==> src/rtl/nregister_e_pkg.sv <==
// Shared defaults for the enabled register.
package nregister_e_pkg;

  // Default data width of io_D / io_Q.
  localparam int unsigned DefaultWidth = 8;

  // Default reset load value; sized to the widest legal register.
  localparam logic [63:0] DefaultResetValue = 64'h0;

endpackage : nregister_e_pkg

==> src/rtl/nregister_e_bit.sv <==
// One bit of the enabled register: synchronous reset beats load enable.
module nregister_e_bit (
  input  logic clk,
  input  logic reset,
  input  logic d,
  input  logic en,
  input  logic rst_val,
  output logic q
);

  logic q_d;
  logic q_q;

  // Next state: reset value first, then load on enable, otherwise hold.
  always_comb begin
    q_d = q_q;
    if (reset) begin
      q_d = rst_val;
    end else if (en) begin
      q_d = d;
    end
  end

  // State register; reset is folded into q_d so it is sampled on the edge.
  always_ff @(posedge clk) begin
    q_q <= q_d;
  end

  assign q = q_q;

endmodule : nregister_e_bit

==> src/rtl/nregister_e.sv <==
// WIDTH-bit register with load enable and synchronous active-high reset.
module nregister_e
  import nregister_e_pkg::*;
#(
  parameter int unsigned         WIDTH       = DefaultWidth,
  parameter logic [WIDTH-1:0]    RESET_VALUE = WIDTH'(DefaultResetValue)
) (
  input  logic             clk,
  input  logic             reset,
  input  logic [WIDTH-1:0] io_D,
  input  logic             io_enable,
  output logic [WIDTH-1:0] io_Q
);

  // One flop per bit; all share enable and reset so the word loads atomically.
  for (genvar i = 0; i < WIDTH; i++) begin : g_bit
    nregister_e_bit u_bit (
      .clk     (clk),
      .reset   (reset),
      .d       (io_D[i]),
      .en      (io_enable),
      .rst_val (RESET_VALUE[i]),
      .q       (io_Q[i])
    );
  end

endmodule : nregister_e

==> config.mk <==
export PLATFORM = sky130hd
export DESIGN_NAME = nregister_e
export DESIGN_NICKNAME = d
export VERILOG_FILES = /design/src/rtl/nregister_e_pkg.sv /design/src/rtl/nregister_e_bit.sv /design/src/rtl/nregister_e.sv
export SDC_FILE = /design/constraint.sdc
export NUM_CORES = 1
export LEC_CHECK = 0
export ABC_AREA = 0
export CORE_UTILIZATION = 30
export CTS_CLUSTER_SIZE = 20
export DETAILED_ROUTE_END_ITERATION = 8
export GPL_TIMING_DRIVEN = 0
export PLACE_DENSITY = 0.69
export SYNTH_ARGS = -nofsm -noshare
export SYNTH_HDL_FRONTEND = slang
export SYNTH_HIERARCHICAL = 1
export SYNTH_SLANG_ARGS = --single-unit
==> constraint.sdc <==
create_clock -name clk -period 1.2 [get_ports clk]
set_clock_uncertainty 0.05 [all_clocks]
set_input_delay 0.18 -clock clk [delete_from_list [all_inputs] [get_ports clk]]
set_output_delay 0.18 -clock clk [all_outputs]
set_load 0.02 [all_outputs]
* Yosys cells after proc, flatten, opt, wreduce, memory -nomap -nowiden
Index checks and enable logic that the tools add are counted.
** Word-level totals
- Flip-flop bits (word level) :: 8
- Bits of input ports :: 11
- Word-level logic and storage cells :: 8

* Longest topological paths before layout
- Depth after elaboration :: 0
- Gate-level depth with buffers :: 1
- Depth with buffers taken out :: 1

* Cells and area by module
Netlist, hierarchy kept.
** By module, submodules not included
- nregister_e_bit :: times used 8, cells each 3, area each 51.3 µm²
- nregister_e :: times used 1, cells each 1, area each 3.8 µm²

* Worst setup path after synthesis
OpenSTA, ideal clock, no wires.
- Path type :: input port to flip-flop
- Start :: in reset
- End :: reg g_bit[0].u_bit.q_q (data pin)
- Setup time :: 260 ps
- Data arrival time :: 443 ps
- Data required time :: 890 ps
- Setup slack :: 446 ps
- Cell stages on the path :: 1
- Path buffers :: 0
- Path through :: mux2_4
** RTL lines
- from (decl) :: RTL line nregister_e.sv:9 : input logic reset,
- to (signal assigned) :: RTL line nregister_e_bit.sv:26 : q_q <= q_d;
- to (decl) :: RTL line nregister_e_bit.sv:12 : logic q_q;
No word-level cell between the ends.

* Final worst setup path
- Start :: reg g_bit[5].u_bit.q_q
- End :: out io_Q[5]
** RTL lines
- from (decl) :: RTL line nregister_e_bit.sv:12
- from (signal assigned) :: RTL line nregister_e_bit.sv:26
- to (decl) :: RTL line nregister_e.sv:12 : output logic [WIDTH-1:0] io_Q
No word-level cell between the ends.

==> qor.txt <==
outcome = completed
most area-hungry cell type in the Yosys netlist = edfxtp_1
register area share after synthesis = 0.580
Post-Syn Area = 414 µm²
largest net degree at the start of global routing = 17
layout filler cell count = 134
Static Leakage = 0.285 nW
Buf+Inv Stages, Crit Path = 1
CTS tree = yes
Num CTS Buffers = 3
CP Data Arrival Time = 0.92 ns
first-pass detailed-route iteration total = 4
max frequency = 872 MHz
crit path cell chain = dlygate4sd2_1
Critical Path Slowest Stage Cell = edfxtp_1
layout cells sized above 1 = 0.396
Hold WC Path Type = input pin to register
critical path endpoint category = output pin
CP Class = register to output pin
vias per cell = 4.04
DRT iter0 DRCs = 7
initial antenna violation count = 0
count of cell types in the netlist = 4
endpoints failing hold = 0
delay-heaviest family, CP = flip-flops
Setup WS pre-CTS = -0.569 ns
Residual DRC = 0
Max Cap Viol = 0
max-slew violations = 0
WP data required = 0.97 ns
crit path max fanout = 1
Largest register FFs = 8
CORE AREA = 1280 µm²
Finished Core Util = 0.502
Starting Density = 0.322
Ports = 19
synthesized instance count = 25
crit-path max cell delay = 0.35 ns
Worst setup SP type = register
layout overhead on the synthesized area = 55.9%
setup ws final = 0.0536 ns
Post-CTS Setup Bufs = 0
# setup viols final = 0
clk slew on worst S/H paths = 0.05 ns
Buffers on Ports = 18
CTS root buffer = clkbuf_4
Max Root-Sink Buffers = 2
RD Place Congestion = 0.621
Avg Cell Area, Syn = 16.6 µm²
synth top area cells = edfxtp_1 (58%), mux2_4 (29%), or2_2 (12%)
Die Y = 39.2 µm
total vias in the final route = 275
commonest non-fill, non-tap cell in the layout = clkdlybuf4s50_1
Synth Register Bits = 8
first-pass GRT wire length = 945 µm
DR WL/cell = 9.53 µm
WL final = 648 µm
Die Wd = 39.2 µm
ANT nets after route = 0
final net count = 66
Ant. Diodes = 0
Final Instance Count excl. Fillers = 68
vias in the first global route = 215
power density over the cells = 1120 nW/µm²
Global Route Usage Sum = 0.107
die area = 1530 µm²
CTS Hold Buffers Added = 0
post-synth top area share = 0.580
clock sink total = 8
Post-Place Cells = 65
gr ovfl total = 0
Peak VDD IR = 0.450 mV
unrepaired setup endpoints after global routing = no
most frequent cells in the layout = clkdlybuf4s50_1 (9), or2_2 (8), mux2_4 (8), conb_1 (8), edfxtp_1 (8)
row cnt = 13
Tcrit/Tclk final = 0.955
min Tclk post-route = 1.15 ns
YS warnings = 6
H-tree depth = 1
[per-layer routing]
layer	share of wire	global-route usage	wire, µm	vias up
met1	0.39	0.110	250	117
met4	0.029	0.129	19	0
met3	0.049	0.0347	32	2
met5	0	0	0	-
li1	-	-	-	140
met2	0.53	0.154	345	16
[worst paths after layout]
check                            start               end  slack, ns  depth (start not counted)
worst max-delay path  g_bit[5].u_bit/q           io_Q[5]       0.05                          1
worst min-delay path             reset  g_bit[6].u_bit/q       0.49                          2
[power breakdown]
| part | switching [mW] | internal, mW |
|---|---|---|
| Sequential | 0.00599 | 0.343 |
| Combinational | 0.0768 | 0.0945 |
| Clock | 0.0889 | 0.114 |
[area by class of cell]
class,count,area (µm²),share of cell area
Sequential cell,8,240,0.372
Multi-Input combinational cell,24,200,0.310
Timing Repair Buffer,18,164,0.254
Clock buffer,3,22.5,0.0349
Tap cell,15,18.8,0.0291
[cells in the mapped netlist]
cell type	number
or2_2	8
conb_1	1
edfxtp_1	8
mux2_4	8
[logic make-up after synthesis]
group	after synthesis	share of synthesized area
multiplexers	8	0.290
flip-flops	8	0.580
AND/OR/NAND/NOR	8	0.121
other	1	0.00905
[metrics by stage]
stage	area [µm²]	setup TNS (ns)	power (mW)	hold slack (ns)
finish	646	0	0.724	0.487
global route	646	0	0.761	0.503
CTS	653	0	0.734	0.556
detailed placement	639	-8.40	0.552	0.820
global placement	639	-8.01	0.547	0.819
floorplan	440	0	0.448	0.330
[what timing repair did]
action                     CTS  global route
setup endpoints to repair   24            18
resized for setup           11             4
pin swaps                    0             0
Power figures use the tool's default switching activity.
